[src/rtl/lsnn_syn_current_if.sv]
// Purpose : bundles the spike, weight-write, run-control and current signals of lsnn_syn_current.
// Latency : n/a (wires only).
// Backpressure: weight writes are accepted only while wr_ready is high; other signals are unflowcontrolled.
// Ports   : spike_in[N_SYN], wr_en/wr_addr/wr_data/wr_ready, run_en,
//           current_out[8], current_valid, sat_flag.
interface lsnn_syn_current_if #(
  parameter int N_SYN = 8
);
  logic [N_SYN-1:0] spike_in;
  logic             wr_en;
  logic [2:0]       wr_addr;
  logic [7:0]       wr_data;
  logic             wr_ready;
  logic             run_en;
  logic [7:0]       current_out;
  logic             current_valid;
  logic             sat_flag;

  // master drives stimulus and consumes the current; slave is the synapse stage
  modport master (
    output spike_in, wr_en, wr_addr, wr_data, run_en,
    input  wr_ready, current_out, current_valid, sat_flag
  );

  modport slave (
    input  spike_in, wr_en, wr_addr, wr_data, run_en,
    output wr_ready, current_out, current_valid, sat_flag
  );
endinterface

[src/rtl/lsnn_syn_current.sv]
// Purpose : weighted presynaptic spike sum integrated into a decaying, saturating 8-bit synaptic current.
// Latency : spike_in sampled at edge k is reflected in current_out right after edge k (1 cycle).
// Backpressure: none on spikes; weight writes only accepted in IDLE (wr_ready), dropped otherwise.
// Ports   : clk, rst_n (synchronous, active-high despite the name),
//           bus (slave): spike_in, wr_en/wr_addr/wr_data/wr_ready, run_en,
//           current_out, current_valid, sat_flag.
module lsnn_syn_current #(
  parameter int         N_SYN       = 8,
  parameter int         DECAY_SHIFT = 1,
  parameter logic [7:0] WEIGHT_INIT = 8'd4
) (
  input  logic                clk,
  input  logic                rst_n,
  lsnn_syn_current_if.slave   bus
);

  typedef enum logic [1:0] {
    IDLE  = 2'd0,
    RUN   = 2'd1,
    DRAIN = 2'd2
  } state_t;

  state_t      state_q;
  state_t      state_d;

  logic [7:0]  w_q [N_SYN];
  logic [7:0]  cur_q;
  logic        sat_q;

  logic [10:0] sum;   // up to 8 x 255 = 2040
  logic [11:0] nxt;   // decayed current + sum can exceed 11 bits (127 + 2040)
  logic        wr_accept;

  // ---------------- state register ----------------
  always_ff @(posedge clk) begin
    if (rst_n) begin
      state_q <= IDLE;
    end else begin
      state_q <= state_d;
    end
  end

  // ---------------- next-state logic ----------------
  always_comb begin
    state_d = state_q;
    case (state_q)
      IDLE:    state_d = bus.run_en ? RUN : IDLE;
      RUN:     state_d = bus.run_en ? RUN : DRAIN;
      // Leave DRAIN only once the current has fully decayed, unless re-armed
      DRAIN:   state_d = bus.run_en ? RUN : ((cur_q == 8'd0) ? IDLE : DRAIN);
      default: state_d = IDLE;
    endcase
  end

  // ---------------- output logic ----------------
  always_comb begin
    bus.wr_ready      = (state_q == IDLE);
    bus.current_valid = (state_q != IDLE);
    bus.current_out   = cur_q;
    bus.sat_flag      = sat_q;
  end

  // ---------------- weight RAM ----------------
  assign wr_accept = bus.wr_en && (state_q == IDLE);

  // Address compare per entry: an out-of-range wr_addr matches nothing and is dropped.
  always_ff @(posedge clk) begin
    if (rst_n) begin
      for (int i = 0; i < N_SYN; i++) begin
        w_q[i] <= WEIGHT_INIT;
      end
    end else begin
      for (int i = 0; i < N_SYN; i++) begin
        if (wr_accept && (bus.wr_addr == 3'(i))) begin
          w_q[i] <= bus.wr_data;
        end
      end
    end
  end

  // ---------------- weighted spike sum ----------------
  always_comb begin
    sum = '0;
    for (int i = 0; i < N_SYN; i++) begin
      if (bus.spike_in[i]) begin
        sum = sum + {3'b000, w_q[i]};
      end
    end
  end

  assign nxt = {4'b0000, (cur_q >> DECAY_SHIFT)} + {1'b0, sum};

  // ---------------- current integrator ----------------
  always_ff @(posedge clk) begin
    if (rst_n) begin
      cur_q <= 8'd0;
      sat_q <= 1'b0;
    end else begin
      case (state_q)
        RUN: begin
          // The RUN->DRAIN transition cycle still integrates spikes
          if (nxt > 12'd255) begin
            cur_q <= 8'd255;
            sat_q <= 1'b1;
          end else begin
            cur_q <= nxt[7:0];
            sat_q <= 1'b0;
          end
        end
        DRAIN: begin
          cur_q <= cur_q >> DECAY_SHIFT;
          sat_q <= 1'b0;
        end
        default: begin
          cur_q <= 8'd0;
          sat_q <= 1'b0;
        end
      endcase
    end
  end

endmodule
[src/flat_wrapper.sv]
// flat-port wrapper written by rule: the top's interface ports become plain ports
module lsnn_syn_current_flat 
#(
  parameter int         N_SYN       = 8,
  parameter int         DECAY_SHIFT = 1,
  parameter logic [7:0] WEIGHT_INIT = 8'd4
)
  (clk, rst_n, bus_spike_in, bus_wr_en, bus_wr_addr, bus_wr_data, bus_run_en, bus_wr_ready, bus_current_out, bus_current_valid, bus_sat_flag);
  lsnn_syn_current_if #(.N_SYN(N_SYN)) bus_i ();
  input  logic clk;
  input  logic rst_n;
  input wire logic [$bits(bus_i.spike_in)-1:0] bus_spike_in;
  input wire logic [$bits(bus_i.wr_en)-1:0] bus_wr_en;
  input wire logic [$bits(bus_i.wr_addr)-1:0] bus_wr_addr;
  input wire logic [$bits(bus_i.wr_data)-1:0] bus_wr_data;
  input wire logic [$bits(bus_i.run_en)-1:0] bus_run_en;
  output wire logic [$bits(bus_i.wr_ready)-1:0] bus_wr_ready;
  output wire logic [$bits(bus_i.current_out)-1:0] bus_current_out;
  output wire logic [$bits(bus_i.current_valid)-1:0] bus_current_valid;
  output wire logic [$bits(bus_i.sat_flag)-1:0] bus_sat_flag;
  assign bus_i.spike_in = bus_spike_in;
  assign bus_i.wr_en = bus_wr_en;
  assign bus_i.wr_addr = bus_wr_addr;
  assign bus_i.wr_data = bus_wr_data;
  assign bus_i.run_en = bus_run_en;
  assign bus_wr_ready = bus_i.wr_ready;
  assign bus_current_out = bus_i.current_out;
  assign bus_current_valid = bus_i.current_valid;
  assign bus_sat_flag = bus_i.sat_flag;
  lsnn_syn_current #(.N_SYN(N_SYN), .DECAY_SHIFT(DECAY_SHIFT), .WEIGHT_INIT(WEIGHT_INIT)) u_core (.clk(clk), .rst_n(rst_n), .bus(bus_i));
endmodule
[config.mk]
export PLATFORM = sky130hd
export DESIGN_NAME = lsnn_syn_current_flat
export DESIGN_NICKNAME = d
export VERILOG_FILES = /design/src/rtl/lsnn_syn_current_if.sv /design/src/rtl/lsnn_syn_current.sv /design/src/flat_wrapper.sv
export SDC_FILE = /design/constraint.sdc
export NUM_CORES = 1
export LEC_CHECK = 0
export BUFFER_PORTS_ARGS = -buffer_cell sky130_fd_sc_hd__buf_2
export CORE_ASPECT_RATIO = 1.75
export CORE_MARGIN = 4
export CORE_UTILIZATION = 40
export DETAILED_ROUTE_END_ITERATION = 12
export PLACE_DENSITY = 0.59
export SLEW_MARGIN = 30
export SYNTH_ARGS = -nofsm -noshare
export SYNTH_HDL_FRONTEND = slang
export SYNTH_SLANG_ARGS = --single-unit
[constraint.sdc]
create_clock -name clk -period 10.64 [get_ports clk]
set_clock_uncertainty 0.2 [all_clocks]
set_input_delay 2.128 -clock clk [delete_from_list [all_inputs] [get_ports clk]]
set_output_delay 2.128 -clock clk [all_outputs]
set_load 0.005 [all_outputs]
==> results of run 1 <==
## layer usage
layer  vias up  share of wire (%)  global-route usage [%]
met5         -                  0                       0
met4         0                5.9                    14.1
met3        82                2.4                    2.54
met2       134                 59                    47.7
met1      3148                 33                    19.8
li1       3128                  -                       -
## flip-flops by register name, summed over array words and instances, names as in the netlist
| signal | flops |
|---|---|
| u_core.bus.sat_flag | 1 |
| u_core.state_q | 2 |
| u_core.w_q | 64 |
| u_core.bus.current_out | 8 |
## synthesized netlist by cell type, drive strengths merged (7+ instances only)
library cell  count  share of area, %
a211oi           31               3.6
a21o             16               1.8
a21oi            43               3.3
and2              7              0.66
clkbuf           16              0.90
dfxtp            11               3.3
edfxtp           64                29
fa                8               2.4
ha               68                13
inv              33               1.9
mux2             28               4.7
mux2i             7               1.1
nand2            32               1.8
nand2b           17               1.6
nand3            14               1.1
nor2             93               5.3
nor2b             9              0.85
nor3             21               1.6
o21a             17               1.9
o21ai            48               4.0
o21bai            7              0.79
or2               9              0.85
xnor2            24               3.2
xor2             13               1.8
## stage by stage
step	power, µW	instances	setup TNS [ps]	cell area (µm²)
after floorplan	955	717	0	6770
final	1980	1172	-1220	9560
after global placement	1350	1105	-8140	8260
after global routing	2100	1172	-4590	9560
after CTS	1860	1159	-13.6	9320
after detailed placement	1380	1105	-8810	8260
## area by class of cell
class	count	area (µm²)
Clock inverter	7	58.8
Tap cell	224	280
Multi-Input combinational cell	593	5060
Clock buffer	9	225
Fill cell	1346	6810
Inverter	33	124
Timing Repair Buffer	231	1670
Sequential cell	75	2140
## where the power goes
| group | internal, µW | total (µW) | switching, µW |
|---|---|---|---|
| Sequential | 333 | 344 | 10.2 |
| Clock | 163 | 295 | 132 |
| Combinational | 737 | 1340 | 603 |
| Total | 1230 | 1980 | 746 |
## logic make-up (layout without fill, tap and decap cells)
logic type,after synthesis,count (layout),share of synthesized area (%)
buffers and inverters,49,280,2.77
XOR/XNOR,38,38,5.33
adder cells (fa/ha/maj),77,77,15.4
multiplexers,35,35,5.80
AND/OR/NAND/NOR,235,235,17.3
flip-flops,75,75,32.2
AO/OA/AOI/OAI,208,208,21.1
## critical path, delay by kind of cell
kind	cells	cell delay [ps]
compound gates	21	3140
simple gates	7	1100
fa+ha+maj	9	2510
xor+xnor	4	500
mux	3	840
buf+inv	5	610
## final timing paths
| kind | slack, ps | to | cells past startpoint | from |
|---|---|---|---|---|
| hold reg to reg | 400 | u_core.state_q[1]$_SDFF_PP0_ | 2 | u_core.bus.current_out[0]$_SDFF_PP0_ |
| setup reg to reg | 1280 | u_core.bus.current_out[4]$_SDFF_PP0_ | 48 | u_core.w_q[0][0]$_SDFFCE_PN0P_ |
| setup / recovery | -200 | u_core.bus.current_out[4]$_SDFF_PP0_ | 49 | bus_spike_in[0] |
| hold / removal | 400 | u_core.state_q[1]$_SDFF_PP0_ | 2 | u_core.bus.current_out[0]$_SDFF_PP0_ |
## timing repair
| action | in CTS | in global routing |
|---|---|---|
| hold buffers | 0 | 0 |
| setup endpoints to repair | 9 | 9 |
| gates resized for setup | 90 | 28 |
| pin swaps | 75 | 43 |
| buffers inserted | 38 | 13 |
==> reports/qor.csv, run 1 <==
metric,value,unit
status,"finished, violations left",
failing checks,negative setup slack,
clk buf depth,2,
critical path capture point type,flop,
fin. max-slew vios,0,
# DRC,0,
clock sink count,75,
die extent in x,105,µm
pwr/cell area,207,mW/mm²
Die Ht,178,µm
Worst VDD drop,195,µV
CTS tree,yes,
Synth Flop Type,edfxtp_1,
GP Congestion,0.880,
leakage power,0.00408,µW
f_max,92.2,MHz
CP most frequent cell,ha_4,
Netlist cell types,69,
# diodes,0,
layout cell share with drive strength beyond 1,41.2,%
Syn Nets,816,
Synth async-reset ratio,0,%
"Clk Latency, worst-skew pair",340,ps
"Seq/Total Area, Yosys",32.2,%
Total GRT Usage,22.8,%
RSZ-0062 raised after global routing,yes,
crit-path max FO,8,
setup ws final,-201,ps
Mapped Area,0.00664,mm²
first-pass GRT wire length,33.9,mm
fin nets,1042,
HPWL Detailed,16.3,mm
IO Port Bufs,33,
min-delay worst type,reg -> reg,
Worst Path Required,10650,ps
antenna violations before repair,0,
setup violators final,9,
slowest CP cell,fa_2,
fin util,58.4,%
grt ovf,0,
# IOs,34,
Post-Route WL,21.3,mm
crit start category,input pin,
Avg WL per Cell,18.2,µm
core area,0.0164,mm²
syn avg cell area,9.27,µm²
most frequent cells in the layout,"buf_4 (196), nor2_1 (90), edfxtp_1 (64)",
Max Cap Violations,0,
Die Area,0.0188,mm²
final count of hold timing violations,0,
Slew HR,58.0,%
final antenna-violating net count,0,
Root Buffer,clkbuf_16,
Via density,5.54,
via count,6492,
Slew @ Worst Pin,631,ps
Mapped Cells,717,
Synth Warn #,0,
"most common cell after layout, fill and taps aside",buf_4,
"Area growth, synth to finish",43.9,%
largest net degree at the start of global routing,22,
vias in the first global route,7078,
TritonCTS Buffers,9,
"Clk pin slew, worst setup/hold paths",70,ps
hold slack,397,ps
number of synthesized flops with an enable pin,64,
Initial Util,40.6,%
kind of critical path,in -> reg,
synthesized flop and latch total,75,
Worst path max stage delay,380,ps
Period minus WS final,10840,ps
first-pass iteration count of the detailed router,4,
period utilization,102,%
Worst EP arrival,10850,ps
Place WS,-1030,ps
initial DRC count,270,
htree depth,3,
Site Rows,62,
(Power assumes the default switching activity.)
==> run 2, diff against run 1 <==
- CELL_PAD_IN_SITES_DETAIL_PLACEMENT: default -> 2
- CELL_PAD_IN_SITES_GLOBAL_PLACEMENT: default -> 2
- CORE_UTILIZATION: 40 -> 36
- MAX_ROUTING_LAYER: default -> met4
- PLACE_DENSITY: 0.59 -> 0.78
==> run 2 against run 1 <==
The flow still finishes with violations (negative setup slack). Global-route usage is 17 points higher. Design area is 4.5% higher. Die area is 10% higher. Combinational power grew 30%. First-iteration DRC count grew to 2.6 times the previous value. Cell count increased by 2.4%. Wire length grew 120%. Core utilization decreased by 3.1 points. Worst hold slack better by 46 ps. Largest cell class unchanged.
==> reports/qor.csv, run 2 (synthesis results as in run 1) <==
metric,value,unit
slowest CP cell,or3_4,
Worst path max stage delay,400,ps
min-delay worst type,reg -> reg,
final antenna-violating net count,0,
core area,0.0181,mm²
"Clk pin slew, worst setup/hold paths",70,ps
setup violators final,9,
htree depth,3,
"Area growth, synth to finish",50.4,%
Max Used Layer,met4,
GP Congestion,0.904,
grt ovf,0,
"Clk Latency, worst-skew pair",380,ps
largest net degree at the start of global routing,22,
Logic pwr share,71.0,%
Via density,6.71,
Power Total,2450,µW
# IOs,34,
max FFs per register,64,
Die Area,0.0208,mm²
critical path capture point type,flop,
crit-path max FO,8,
Place WS,-1700,ps
Root Buffer,clkbuf_16,
Period minus WS final,11820,ps
Site Rows,65,
f_max,84.6,MHz
Avg WL per Cell,38.6,µm
crit start category,input pin,
Power Internal,1330,µW
status,"finished, violations left",
kind of critical path,in -> reg,
sequential share of power,14.3,%
# DRC,0,
Worst Setup SP,bus_spike_in[0],
Setup TNS,-9950,ps
NetSw,1120,µW
pwr/cell area,245,mW/mm²
CTS tree,yes,
period utilization,111,%
Slew HR,47.2,%
vias in the first global route,8752,
setup ws final,-1180,ps
IO Port Bufs,33,
Slew @ Worst Pin,792,ps
Total GRT Usage,39.5,%
worst hold start,u_core.bus.current_out[0]$_SDFF_PP0_,
RSZ-0062 raised after global routing,yes,
most frequent cells in the layout,"buf_4 (212), nor2_1 (82), edfxtp_1 (64)",
final-layout fill cell count,1785,
layout cell share with drive strength beyond 1,46.9,%
fin. max-slew vios,0,
first-pass GRT wire length,59.5,mm
Largest Register,u_core.w_q,
failing checks,negative setup slack,
Clock power frac,14.8,%
TritonCTS Buffers,9,
clock sink count,75,
Initial Util,36.8,%
register area,0.00214,mm²
leakage power,0.00421,µW
die extent in x,111,µm
Worst Path Required,10690,ps
final instance area,0.00999,mm²
HPWL Detailed,23.7,mm
area of placed instances,0.00833,mm²
fin nets,1059,
final count of hold timing violations,0,
Post-Route WL,46.3,mm
clk buf depth,2,
"most common cell after layout, fill and taps aside",buf_4,
CP most frequent cell,ha_4,
antenna violations before repair,1,
sw frac,45.6,%
first-pass iteration count of the detailed router,6,
Worst EP arrival,11870,ps
met2 routed WL,23.8,mm
multi-input combinational cell area,0.00533,mm²
Max Cap Violations,0,
worst r2r src,u_core.w_q[0][0]$_SDFFCE_PN0P_,
Worst VDD drop,210,µV
Die Ht,188,µm
via count,8048,
post-cts hold buffer count,0,
wl on met1,14.9,mm
met3 routed WL,2.35,mm
initial DRC count,701,
run 2: worst max-delay path, delay by kind of cell:
family / cells / cell delay [ps]
xor+xnor: 3 / 630
mux: 1 / 300
compound gates: 25 / 4410
fa+ha+maj: 8 / 2420
simple gates: 5 / 1160
buf+inv: 6 / 820
run 2: timing repair:
| action | CTS | global route |
|---|---|---|
| gates resized for setup | 110 | 69 |
| endpoints found under the setup margin | 9 | 9 |
| setup buffers | 39 | 21 |
| cloned | 0 | 0 |
| pin swaps | 60 | 48 |
run 2: worst paths after layout:
| path | depth (start not counted) | end | slack [ps] |
|---|---|---|---|
| setup / recovery | 48 | u_core.bus.current_out[2]$_SDFF_PP0_ | -1180 |
| hold / removal | 2 | u_core.state_q[1]$_SDFF_PP0_ | 440 |
| setup reg to reg | 44 | u_core.bus.current_out[2]$_SDFF_PP0_ | 200 |
| hold reg to reg | 2 | u_core.state_q[1]$_SDFF_PP0_ | 440 |
run 2: metrics by stage:
| step | std cells | util (%) | hold WS [ps] |
|---|---|---|---|
| final | 1200 | 55.4 | 443 |
| after global routing | 1200 | 55.4 | 463 |
| after CTS | 1178 | 52.7 | 411 |
| after detailed placement | 1123 | 46.1 | 394 |
| after global placement | 1123 | 46.1 | 341 |
| after floorplan | 717 | - | 342 |
run 2: area by class of cell:
| cell class | count | share of cell area (%) |
|---|---|---|
| multi-input combinational | 593 | 53.3 |
| sequential | 75 | 21.4 |
| timing repair buffer | 248 | 18.0 |
| tap | 234 | 2.93 |
| clock buffer | 9 | 2.25 |
| inverter | 33 | 1.24 |
| clock inverter | 7 | 0.814 |
| antenna | 1 | 0.0250 |
run 2: per-layer routing:
metal  vias to the layer above  track usage (%)
li1                       3152                -
met1                      4092             36.1
met2                       481             73.3
met3                       323             5.59
met4                         0             28.5
met5                         -                -
run 2: power by group through the flow:
stage | logic [µW] | clock network (µW) | registers, µW
2_1_floorplan | 610 | 0 | 345
3_3_place_gp | 1040 | 0 | 348
3_5_place_dp | 1150 | 0 | 349
4_1_cts | 1380 | 336 | 345
5_1_grt | 1780 | 367 | 349
6_report | 1740 | 362 | 350
